===== src/rtl/hola_pkg.sv =====
// hola_pkg: shared truth-table constant, input-index type and index decoder
// used by the hola function block.
package hola_pkg;

  localparam logic [15:0] HOLA_MASK = 16'h2F22;

  typedef logic [3:0] index_t;

  function automatic logic [15:0] index_onehot(input index_t idx);
    index_onehot = 16'h0001 << idx;
  endfunction

endpackage


===== src/rtl/hola_logic.sv =====
// hola_logic: combinational gate network f = (a & ~b) | (~c & d).
module hola_logic (
  input  logic a,
  input  logic b,
  input  logic c,
  input  logic d,
  output logic f
);

  logic nb_s;
  logic nc_s;
  logic t0_s;
  logic t1_s;

  not u_nb (nb_s, b);
  not u_nc (nc_s, c);
  and u_t0 (t0_s, a, nb_s);
  and u_t1 (t1_s, nc_s, d);
  or  u_f  (f, t0_s, t1_s);

endmodule


===== src/rtl/hola.sv =====
// hola: registered 4-input function with sticky index-seen map and saturating hit
// counter. Define HOLA_LUT_EN to replace the fixed gates with a writable 16-bit LUT.
module hola
  import hola_pkg::*;
#(
  parameter int CNT_W = 8
) (
  input  logic             clk,
  input  logic             rst_n,
  input  logic             a,
  input  logic             b,
  input  logic             c,
  input  logic             d,
  input  logic             clr,
`ifdef HOLA_LUT_EN
  input  logic             lut_wr,
  input  logic [15:0]      lut_data,
`endif
  output logic             s1,
  output logic [15:0]      seen,
  output logic [CNT_W-1:0] cnt
);

  localparam logic [CNT_W-1:0] CNT_MAX  = {CNT_W{1'b1}};
  localparam logic [CNT_W-1:0] CNT_ZERO = {CNT_W{1'b0}};
  localparam logic [CNT_W-1:0] CNT_ONE  = CNT_W'(1'b1);

  index_t           idx_s;
  logic             f_s;
  logic             s1_q, s1_d;
  logic [15:0]      seen_q, seen_d;
  logic [CNT_W-1:0] cnt_q, cnt_d;

  assign idx_s = {a, b, c, d};

`ifdef HOLA_LUT_EN
  logic [15:0] lut_q, lut_d;

  // A write lands in lut_q, so it governs the sample taken at the following edge.
  always_comb begin
    lut_d = lut_q;
    if (lut_wr) begin
      lut_d = lut_data;
    end else begin
      lut_d = lut_q;
    end
  end

  always_ff @(posedge clk or negedge rst_n) begin
    if (!rst_n) begin
      lut_q <= HOLA_MASK;
    end else begin
      lut_q <= lut_d;
    end
  end

  assign f_s = lut_q[idx_s];
`else
  hola_logic u_logic (
    .a (a),
    .b (b),
    .c (c),
    .d (d),
    .f (f_s)
  );
`endif

  // clr wipes seen/cnt but leaves s1 tracking the current sample.
  always_comb begin
    s1_d   = f_s;
    seen_d = seen_q;
    cnt_d  = cnt_q;
    if (clr) begin
      seen_d = 16'h0000;
      cnt_d  = CNT_ZERO;
    end else begin
      seen_d = seen_q | index_onehot(idx_s);
      if (f_s && (cnt_q != CNT_MAX)) begin
        cnt_d = cnt_q + CNT_ONE;
      end else begin
        cnt_d = cnt_q;
      end
    end
  end

  always_ff @(posedge clk or negedge rst_n) begin
    if (!rst_n) begin
      s1_q   <= 1'b0;
      seen_q <= 16'h0000;
      cnt_q  <= CNT_ZERO;
    end else begin
      s1_q   <= s1_d;
      seen_q <= seen_d;
      cnt_q  <= cnt_d;
    end
  end

  assign s1   = s1_q;
  assign seen = seen_q;
  assign cnt  = cnt_q;

endmodule


===== config.mk =====
export PLATFORM = sky130hd
export DESIGN_NAME = hola
export DESIGN_NICKNAME = d
export VERILOG_FILES = /design/src/rtl/hola_pkg.sv /design/src/rtl/hola_logic.sv /design/src/rtl/hola.sv
export SDC_FILE = /design/constraint.sdc
export NUM_CORES = 1
export LEC_CHECK = 0
export CAP_MARGIN = 5
export CORE_MARGIN = 4
export CORE_UTILIZATION = 41
export CTS_CLUSTER_DIAMETER = 80
export CTS_CLUSTER_SIZE = 12
export DETAILED_ROUTE_END_ITERATION = 12
export PLACE_DENSITY = 0.74
export SYNTH_ARGS = -nofsm -noshare
export SYNTH_HDL_FRONTEND = slang
export SYNTH_SLANG_ARGS = --single-unit

===== constraint.sdc =====
create_clock -name clk -period 1.4 [get_ports clk]
set_input_delay 0.28 -clock clk [delete_from_list [all_inputs] [get_ports clk]]
set_output_delay 0.28 -clock clk [all_outputs]
set_load 0.03 [all_outputs]

==> out/metrics.yaml <==
status: "finished with violations"
violations: "setup timing"
first_global_vias: 1053
tightest_slew_ns: 0.321
ys_types: 25
dieWidth_um: 59.1
power_mw: 1.34
cp_max_fo: 4
multi_input_area_um2: 510
grt_pass1_wl_um: 4690
min_period_over_period: 1.02
hold_path.class: "input port to asynchronous set/reset pin"
synth_xor_area_frac: 0.00819
hold_viol: 0
yosys_warnings: 0
final_nets: 165
numClockSinks: 25
fin_cells: 186
max-vdd-ir-drop_mv: 0.638
layout_commonest_cell: "nor2_1"
leakage_nw: 0.738
synth_nets: 110
antennaDiodeCount: 0
cp-startpoint: "cnt[0]"
port_buffers: 31
cts_htree_levels: 1
gp_congestion: 0.803
antenna_found_initial: 0
period_minus_slack_ns: 1.43
clk_pin_slew_worst_paths_ns: 0.13
grt_remaining_overflow: 0
synthMuxAreaShare: 0.0281
cap_violations: 0
firstDrtPassIters: 4
seq_area_um2: 632
num-fill-cells: 199
end_kind: "register"
rrSetupSlack_ns: -0.03
routed_wl_um: 2730
cp.arrival_ns: 1.67
syn_inst: 102
routedWlPerCell_um: 14.7
fmax_mhz: 701
setup_slack_ns: -0.0257
clk_latency_ns: 0.31
dp_cells: 179
die_y_um: 59.1
cts_made_buffers: 3
reg2reg_depth: 5
layout_common_cells: "23 x nor2_1, 21 x buf_4, 20 x dfrtp_1"
grt.total_usage: 0.172
vias: 979
relSlewSlack: 0.786
via_per_inst: 5.26
postRouteAntennaNets: 0
start_util: 0.432
die_area_um2: 3490
cp-start-kind: "register"
finalSetupTns_ns: -0.0257
grt_max_degree: 26
synth_edf_count: 0
synth_top_family_by_area: "simple AND/OR/NAND/NOR gates"
drt_iter0_markers: 22
root_buffer: "clkbuf_4"
slew_violations: 0
ys_ff_latch: 25
skew_ns: 0.00361
ys_seq_area_frac: 0.585
synth_fa_ha_area_frac: 0.0117
synth-main-ff-cell: "dfrtp_1"
pin_count: 32
cts_tree: "built"
rsz0062_at_grt: "true"
synth-compound-area-share: 0.168
num_rows: 18
r2r_start: "cnt[0]"
cts_buffer_depth: 2
drive_gt1_frac: 0.353
place_hpwl_um: 1930
drc_errors: 0
critPathRequiredTime_ns: 1.65
setup_viol: 1
r2r-end: "cnt[5]"
netlist_area_um2: 1070
avgSynthCellArea_um2: 10.5
p_per_area_nw_per_um2: 825
async_flop_share: 1.00
synthToLayoutAreaGrowth_pct: 52.3
core_area_um2: 2480
yosys.area_share.simple: 0.188
crit_type: "register to register"
## metal layers
metal  vias up  wire [um]  track usage
met5         -          0            0
met3         0        134       0.0240
met2        35       1390        0.284
li1        474          -            -
met1       470       1200        0.239
met4         0          0       0.0421
## power breakdown
part,internal [mW],switching (mW)
combinational,0.110,0.149
sequential,0.747,0.0213
clock,0.111,0.205
## worst max path at each step
stage	endpoint	slack, ns
after floorplan	cnt[5]	-0.05
after global placement	cnt[7]	-0.30
after detailed placement	cnt[7]	-0.31
after CTS	cnt[5]	-0.007
after global routing	cnt[5]	-0.07
final	cnt[5]	-0.03
## through the flow
stage / instance area [um2] / worst slack (ns) / hold WS (ns) / util
floorplan: 1120 / -0.0488 / -0.0156 / -
global placement: 1600 / -0.303 / 0.482 / 0.647
detailed placement: 1600 / -0.315 / 0.490 / 0.647
CTS: 1630 / -0.00667 / 0.324 / 0.659
global route: 1630 / -0.0656 / 0.322 / 0.658
finish: 1630 / -0.0257 / 0.320 / 0.658
## critical path, stage by stage, from the launching register on
cell,delay [ns]
dfrtp_2,0.47
ha_4,0.18
nand3_4,0.08
o2bb2ai_4,0.09
or4_1,0.40
a21oi_1,0.14
## synth_stat cells, types with 2 or more instances
cell type	count	area [um2]
nand3_1	2	10.0
dfrtp_1	25	626
nor2_1	23	86.3
a211oi_1	2	15.0
clkbuf_1	2	7.51
nor2b_1	3	18.8
mux2i_1	3	30.0
and2b_1	2	15.0
nand2b_4	2	27.5
nand2_1	5	18.8
a31oi_1	6	37.5
a21oi_1	13	65.1
o21ai_0	2	10.0
## area by class of cell
type,instances,area share
multi-input cells,74,0.313
repair buffers,52,0.257
flip-flops and latches,25,0.388
clock buffers,4,0.0161
inverters,1,0.00230
well taps,30,0.0230
## registers in the layout (all words and copies together) (netlist names)
signal	flops
cnt	8
s1	1
seen	16
## timing repair
action	CTS	global route
cloned	0	0
setup buffers	3	0
endpoints found under the setup margin	25	29
hold buffers	0	0
gates resized for setup	32	37
pin swaps	3	1
## logic make-up after synthesis
| group | Yosys count |
|---|---|
| mux | 3 |
| fa+ha+maj | 1 |
| flops | 25 |
| xor+xnor | 1 |
| simple gates | 41 |
| compound gates | 28 |
| buf+inv | 3 |
(Power assumes the default switching activity.)
